===== config.mk =====
export PLATFORM = sky130hd
export DESIGN_NAME = instruction_fetch_unit
export DESIGN_NICKNAME = d
export VERILOG_FILES = /design/src/rtl/fetch_pkg.sv /design/src/rtl/if_id_reg.sv /design/src/rtl/instruction_fetch_unit.sv
export SDC_FILE = /design/constraint.sdc
export NUM_CORES = 1
export LEC_CHECK = 0
export CAP_MARGIN = 20
export CORE_MARGIN = 2
export CORE_UTILIZATION = 40
export DETAILED_ROUTE_END_ITERATION = 8
export MAX_ROUTING_LAYER = met4
export PLACE_DENSITY_LB_ADDON = 0.1
export REMOVE_ABC_BUFFERS = 1
export SLEW_MARGIN = 20
export SYNTH_ARGS = -nofsm -noshare
export SYNTH_HDL_FRONTEND = slang
export SYNTH_SLANG_ARGS = --single-unit

===== constraint.sdc =====
create_clock -name clk -period 2.75 [get_ports clk]
set_input_delay 0.4125 -clock clk [delete_from_list [all_inputs] [get_ports clk]]
set_output_delay 0.4125 -clock clk [all_outputs]
set_load 0.02 [all_outputs]

===== src/rtl/fetch_pkg.sv =====
// Shared fetch-stage types: FSM states, IF/ID bundle, NOP and PC checks.
// Imported by if_id_reg and instruction_fetch_unit.
package fetch_pkg;

  localparam int XLEN = 32;
  localparam logic [XLEN-1:0] RV_NOP = 32'h0000_0013;

  typedef enum logic [1:0] {
    IDLE  = 2'd0,
    RUN   = 2'd1,
    FAULT = 2'd2
  } state_e;

  typedef struct packed {
    logic [XLEN-1:0] instr;
    logic [XLEN-1:0] pc;
  } if_id_t;

  // A PC is unusable if it is not word aligned or lies past imem.
  function automatic logic pc_bad(
    input logic [XLEN-1:0] pc,
    input logic [XLEN-1:0] limit
  );
    return (pc[1:0] != 2'b00) || (pc >= limit);
  endfunction

endpackage


===== src/rtl/if_id_reg.sv =====
// IF/ID output register with valid/ready handshake, load and flush.
// Ports: clk, reset (sync, active low), load_i, flush_i, data_i, ready_i, valid_o, data_o.
module if_id_reg
  import fetch_pkg::*;
(
  input  logic   clk,
  input  logic   reset,
  input  logic   load_i,
  input  logic   flush_i,
  input  if_id_t data_i,
  input  logic   ready_i,
  output logic   valid_o,
  output if_id_t data_o
);

  logic   valid_q, valid_d;
  if_id_t data_q, data_d;

  always_comb begin
    valid_d = valid_q;
    data_d  = data_q;
    if (flush_i) begin
      valid_d = 1'b0;
    end else if (load_i) begin
      valid_d = 1'b1;
      data_d  = data_i;
    end else if (ready_i) begin
      // Accepted word with nothing behind it: drain.
      valid_d = 1'b0;
    end
  end

  always_ff @(posedge clk) begin
    if (!reset) begin
      valid_q <= 1'b0;
      data_q  <= '{instr: RV_NOP, pc: '0};
    end else begin
      valid_q <= valid_d;
      data_q  <= data_d;
    end
  end

  assign valid_o = valid_q;
  assign data_o  = data_q;

endmodule


===== src/rtl/instruction_fetch_unit.sv =====
// PC / fetch stage: drives imem, registers the read word toward decode,
// takes execute redirects, halts on bad PCs, counts accepted instructions.
module instruction_fetch_unit
  import fetch_pkg::*;
#(
  parameter logic [31:0] RESET_PC   = 32'h0000_0000,
  parameter int          IMEM_WORDS = 1024
) (
  input  logic        clk,
  input  logic        reset,
  output logic        imem_cs,
  output logic [31:0] imem_addr,
  input  logic [31:0] imem_rdata,
  input  logic        redirect_valid,
  input  logic [31:0] redirect_pc,
  output logic        id_valid,
  input  logic        id_ready,
  output logic [31:0] id_instr,
  output logic [31:0] id_pc,
  output logic        fetch_fault,
  output logic [31:0] fault_pc,
  output logic [31:0] fetch_count
);

  localparam logic [31:0] LIMIT = 32'(IMEM_WORDS * 4);

  state_e      state_q, state_d;
  logic [31:0] pc_q, pc_d;
  logic [31:0] fault_pc_q, fault_pc_d;
  logic [31:0] count_q, count_d;
  logic        load, flush;
  if_id_t      id_in, id_out;

  always_comb begin
    state_d    = state_q;
    pc_d       = pc_q;
    fault_pc_d = fault_pc_q;
    count_d    = count_q;
    load       = 1'b0;
    flush      = 1'b0;
    unique case (state_q)
      IDLE: state_d = RUN;
      RUN: begin
        if (pc_bad(pc_q, LIMIT)) begin
          state_d    = FAULT;
          fault_pc_d = pc_q;
        end else begin
          load = !id_valid || id_ready;
          if (load) pc_d = pc_q + 32'd4;
        end
      end
      FAULT: ;
      default: state_d = IDLE;
    endcase
    // Redirect beats sequential fetch and flushes the in-flight word.
    if (redirect_valid && state_q != IDLE) begin
      flush = 1'b1;
      load  = 1'b0;
      if (pc_bad(redirect_pc, LIMIT)) begin
        state_d    = FAULT;
        fault_pc_d = redirect_pc;
        pc_d       = pc_q;
      end else begin
        state_d = RUN;
        pc_d    = redirect_pc;
      end
    end
    if (id_valid && id_ready && !flush) count_d = count_q + 32'd1;
  end

  always_ff @(posedge clk) begin
    if (!reset) begin
      state_q    <= IDLE;
      pc_q       <= RESET_PC;
      fault_pc_q <= '0;
      count_q    <= '0;
    end else begin
      state_q    <= state_d;
      pc_q       <= pc_d;
      fault_pc_q <= fault_pc_d;
      count_q    <= count_d;
    end
  end

  assign id_in = '{instr: imem_rdata, pc: pc_q};

  if_id_reg u_if_id (
    .clk     (clk),
    .reset   (reset),
    .load_i  (load),
    .flush_i (flush),
    .data_i  (id_in),
    .ready_i (id_ready),
    .valid_o (id_valid),
    .data_o  (id_out)
  );

  assign imem_cs     = (state_q == RUN);
  assign imem_addr   = pc_q;
  assign id_instr    = id_out.instr;
  assign id_pc       = id_out.pc;
  assign fetch_fault = (state_q == FAULT);
  assign fault_pc    = fault_pc_q;
  assign fetch_count = count_q;

endmodule


Word-level counts from Yosys, hierarchy flattened
Index checks and enable logic that the tools add are counted.
- word-level logic and storage cells: 57
- output and inout bits: 163
- bits in registers: 163
- muxes and demuxes: 19
- equality and inequality tests: 6
- bitwise operators: 2
- reduce and logical (&&, ||, !) cells: 19
- order comparisons: 2
- add/sub/neg operators: 2
- operator list (kind ; number):
    32-bit 2-to-1 mux ; 9
    32-bit by 13-bit greater-or-equal comparator with 1-bit output, second input constant ; 2
    32-bit by 1-bit adder with 32-bit output, second input constant ; 1
    32-bit by 3-bit adder with 32-bit output, second input constant ; 1
    2-bit nonzero test ; 6
    1-bit 2-to-1 mux ; 6
    2-bit 2-to-1 mux ; 3
    2-bit one-hot mux with 3 select lines ; 1
    2-bit by 1-bit != test with 1-bit output, second input constant ; 2
    2-bit AND reduction ; 2
    4-bit AND reduction ; 1
    1-bit logical AND ; 3
    1-bit logical OR ; 3
    3-bit by 1-bit != test with 1-bit output, second input constant ; 1
    2-bit by 1-bit == test with 1-bit output, second input constant ; 1
    2-bit == test, second input constant ; 1
    1-bit logical NOT ; 2
    2-bit logical NOT ; 1
    2-bit != test, second input constant ; 1
    1-bit NOT ; 2
    2-bit OR reduction ; 1

Longest topological paths before layout
- word-level depth: 6
- depth in mapped cells: 9
- mapped depth without buffers: 6

By module
A second synthesis with hierarchy kept.
- cell total of the unflattened synthesis: 779
- area, all modules: 6970.4 um2
- by module, submodules not included (module ; instances ; area an instance (um2) ; cells an instance ; seq. area each (um2)):
    instruction_fetch_unit ; 1 ; 4302.9 ; 497 ; 1961.9
    if_id_reg ; 1 ; 2667.6 ; 282 ; 1301.2

Least setup slack after synthesis
Ideal clock, no wire load.
- path kind: register -> register
- start point: register state_q[1]
- end point: register u_if_id.data_q, in the netlist u_if_id.data_o[55]
- stages on the path, launching flop included: 10
- period minus slack after synthesis: 2.033 ns
- slack: 0.717 ns
- setup time: 0.132 ns
- path buffers: 4
- arrival time: 1.901 ns
- path through: dfxtp_1 and2b_1 buf_4 or3b_1 buf_2 or3_1 buf_6 buf_2 nand2_1 a21oi_1
- longest elaborated chain between the ends: 5
- ends and longest elaborated chain (what ; RTL line ; text):
    start, declared ; instruction_fetch_unit.sv:27 ; state_e state_q, state_d;
    start signal, assigned ; instruction_fetch_unit.sv:78 ; state_q <= state_d;
    parallel branches: the longest is 4 deep, another holds 2-bit by 1-bit == test with 1-bit output ; -- ;
    2-bit AND reduction (no source line) (*) ; -- ;
    end signal, assigned ; if_id_reg.sv:36 ; data_q <= '{instr: RV_NOP, pc: '0};
    end signal, assigned ; if_id_reg.sv:39 ; data_q <= data_d;
    end, declared ; if_id_reg.sv:17 ; if_id_t data_q, data_d;
Every way passes the cells marked *.
A chain may end at the register's enable or synchronous reset.

Worst setup path after layout
- start point: register state_q[1]
- end point: output imem_cs
- longest elaborated chain between the ends: 1
- ends and longest elaborated chain (what ; RTL line ; text):
    2-bit by 1-bit == test with 1-bit output ; instruction_fetch_unit.sv:98 ; assign imem_cs = (state_q == RUN);
    end, declared ; instruction_fetch_unit.sv:11 ; output logic imem_cs,
Every way passes these cells.

==> results.yml <==
logic_synthesis:
  ys_ff_latch: 163
  yosysMostFrequentCell: "dfxtp_1"
  syn_inst: 737
  async_reset_ff_frac: 0
  synth_area_per_cell_um2: 8.646
  yosysTopAreaCellShare: 0.5121
  synth_area_um2: 6372
  synthTopCellsByArea: "dfxtp_1 (51%), nand2_1 (8.0%), a21oi_1 (6.4%)"
  synth_top_area_cell: "dfxtp_1"
  synth-edff-count: 0
  synth_cell_types: 53
  ys_warn_count: 0
  ys_seq_area_frac: 0.5121
  yosys_most_used_dff: "dfxtp_1"
  ys_top_cells_by_count: "dfxtp_1 (163), nand2_1 (135), a21oi_1 (82)"
setup_path:
  critical_path_arrival_ns: 1.96
  r2r_slack_ns: 0.55
  critPathMaxFanout: 24
  cp-end-kind: "output port"
  critical_path_class: "register to output port"
  required_ns: 2.34
  cp-start-kind: "register"
routing:
  wl_mm: 18.43
  vias: 6112
  drt-initial-drc-count: 330
  dr.pass1.iters: 4
  viasPerCell: 5.153
  drcViolationCount: 0
  routedWlPerCell_um: 15.54
  drt.antenna.violating_nets: 0
global_routing:
  grt_max_degree: 72
  grtUsageMet1: 0.2708
  grt_pass1_vias: 5679
  grt.busiest_layer: "met2"
  grtUsageMet3: 0.05084
  grt_overflow: 0
  grt_pass1_wl_mm: 28.65
  grt.total_usage: 0.2203
  antenna_found_initial: 0
  grt_use_met2: 0.3545
sta:
  rsz0062_at_grt: "no"
  tightest_slew_ns: 0.6696
  layout_setup_ws_ns: 0.3728
  clock.fmax_mhz: 420.7
  relSlewSlack: 0.5501
  slew_violations: 0
  skew_ns: 0.01493
  min_period_over_period: 0.8644
  setup_violations: 0
  period_minus_slack_ns: 2.377
  hold_viol: 0
die:
  die_w_um: 130.2
  dieArea_um2: 16960
  num_io_pins: 231
  die_h_um: 130.2
  initial_core_util: 0.4056
  fp-row-count: 46
  core_um2: 15710
clock_network:
  clock-sinks: 163
  tritoncts: "yes"
  ctsHoldBuffers: 0
  post_cts_resize_count: 0
  root_buffer: "clkbuf_16"
  cts-htree-levels: 4
  cts_max_path_buffers: 2
  clk_pin_slew_worst_paths_ns: 0.06
  numCtsBuffers: 17
  insertion_delay_ns: 0.42
  postCtsSetupRepairBufs: 0
pwr:
  vdd_drop_max_mv: 0.3821
  power_frac_clock: 0.436
  power_density_nw_per_um2: 586.7
  p_leak_nw: 3.555
  pwr-share-seq: 0.443
  internal_power_mw: 4.222
  combinationalPowerShare: 0.120
  swShare: 0.2473
  p_switching_mw: 1.387
finish:
  final_layout_size_suffix_gt1_frac: 0.06495
  ff_latch_area_um2: 3263
  diodes: 0
  nets: 1028
  instances_no_fill: 1186
  multiInputGateArea_um2: 2863
  area_delta_synth_final_pct: 50.05
  fin_util: 0.6085
  fillers: 1339
place:
  port_buffers: 230
  place_congestion: 0.8067
  place_ws_ns: 0.1565
  dp_hpwl_mm: 12.92
  dp_cells: 1154
status:
  run_status: "finished, final reports clean"
run:
  cap_violations: 0
hold_path:
  min_path_type: "input port to register"
-- logic make-up (layout without fill, tap and decap cells) --
group	Yosys count	count (layout)	synth area share
DFF	163	163	0.5121
AOI/OAI and AO/OA	183	183	0.1641
buffers and inverters	59	292	0.04241
muxes	13	13	0.02042
adders and majority gates	3	3	0.005891
xor gates and xnor gates	16	16	0.02199
and+or+nand+nor	300	300	0.2331
-- through the flow --
stage / hold WS, ns / TNS [ns] / area, um^2 / total power [mW]
floorplan: 0.4843 / -20.72 / 6136 / 2.825
global placement: 0.4372 / 0 / 8947 / 3.199
detailed placement: 0.4429 / 0 / 8947 / 3.216
CTS: 0.4306 / 0 / 9562 / 5.676
global route: 0.4683 / 0 / 9562 / 5.835
finish: 0.4490 / 0 / 9562 / 5.609
-- state kept, by name, indices dropped and copies added, names as in the netlist --
signal and cells:
u_if_id.data_o 64, fault_pc 32, fetch_count 32, imem_addr 32
state_q 2, u_if_id.valid_o 1
-- power groups by stage --
| stage | clock network (mW) | registers (mW) | logic [mW] |
|---|---|---|---|
| 3_5_place_dp | 0 | 2.54 | 0.677 |
| 2_1_floorplan | 0 | 2.62 | 0.202 |
| 3_3_place_gp | 0 | 2.54 | 0.664 |
| 5_1_grt | 2.61 | 2.49 | 0.728 |
| 6_report | 2.45 | 2.49 | 0.675 |
| 4_1_cts | 2.51 | 2.49 | 0.680 |
-- critical path, cell delays in order, from the launching register on --
cell             delay (ns)
dfxtp_1                0.36
and2b_1                0.22
buf_4                  0.29
clkdlybuf4s50_1        0.67
-- per-layer routing --
| metal | routed length (um) | up-vias | part of all wire |
|---|---|---|---|
| met3 | 1071 | 20 | 0.058 |
| met2 | 8945 | 173 | 0.49 |
| met4 | 289 | 0 | 0.016 |
| li1 | - | 3027 | - |
| met1 | 8124 | 2892 | 0.44 |
| met5 | 0 | - | 0 |
-- area by class of cell --
type / instances / share of cell area
multi-input cells: 515 / 0.2994
inverters: 9 / 0.003533
flip-flops and latches: 163 / 0.3413
clock buffers: 18 / 0.04593
well taps: 216 / 0.02826
clock inverters: 14 / 0.01832
repair buffers: 251 / 0.2633
-- cell usage in the layout (no fill, tap or decap), types with 13 or more instances in the layout --
master           synthesis  routed
nand3_1                 19      19
mux2i_1                 13      13
buf_4                    4      16
nor2_1                  25      25
o21ai_0                 53      53
and3_1                  27      27
a21oi_1                 82      82
dfxtp_1                163     163
clkdlybuf4s50_1          0     229
nand4_1                 14      14
nor4_1                  14      14
and2_1                  26      26
clkbuf_16                0      17
nand2_1                135     135
-- final timing paths --
kind                                          from                  to  depth (start not counted)
worst max-delay path                    state_q[1]             imem_cs                          3
worst min-delay path                         reset      fetch_count[3]                          3
worst max register to register       imem_addr[31]  u_if_id.data_o[23]                          6
worst min register to register  u_if_id.data_o[46]  u_if_id.data_o[46]                          2
Power figures use the tool's default switching activity.
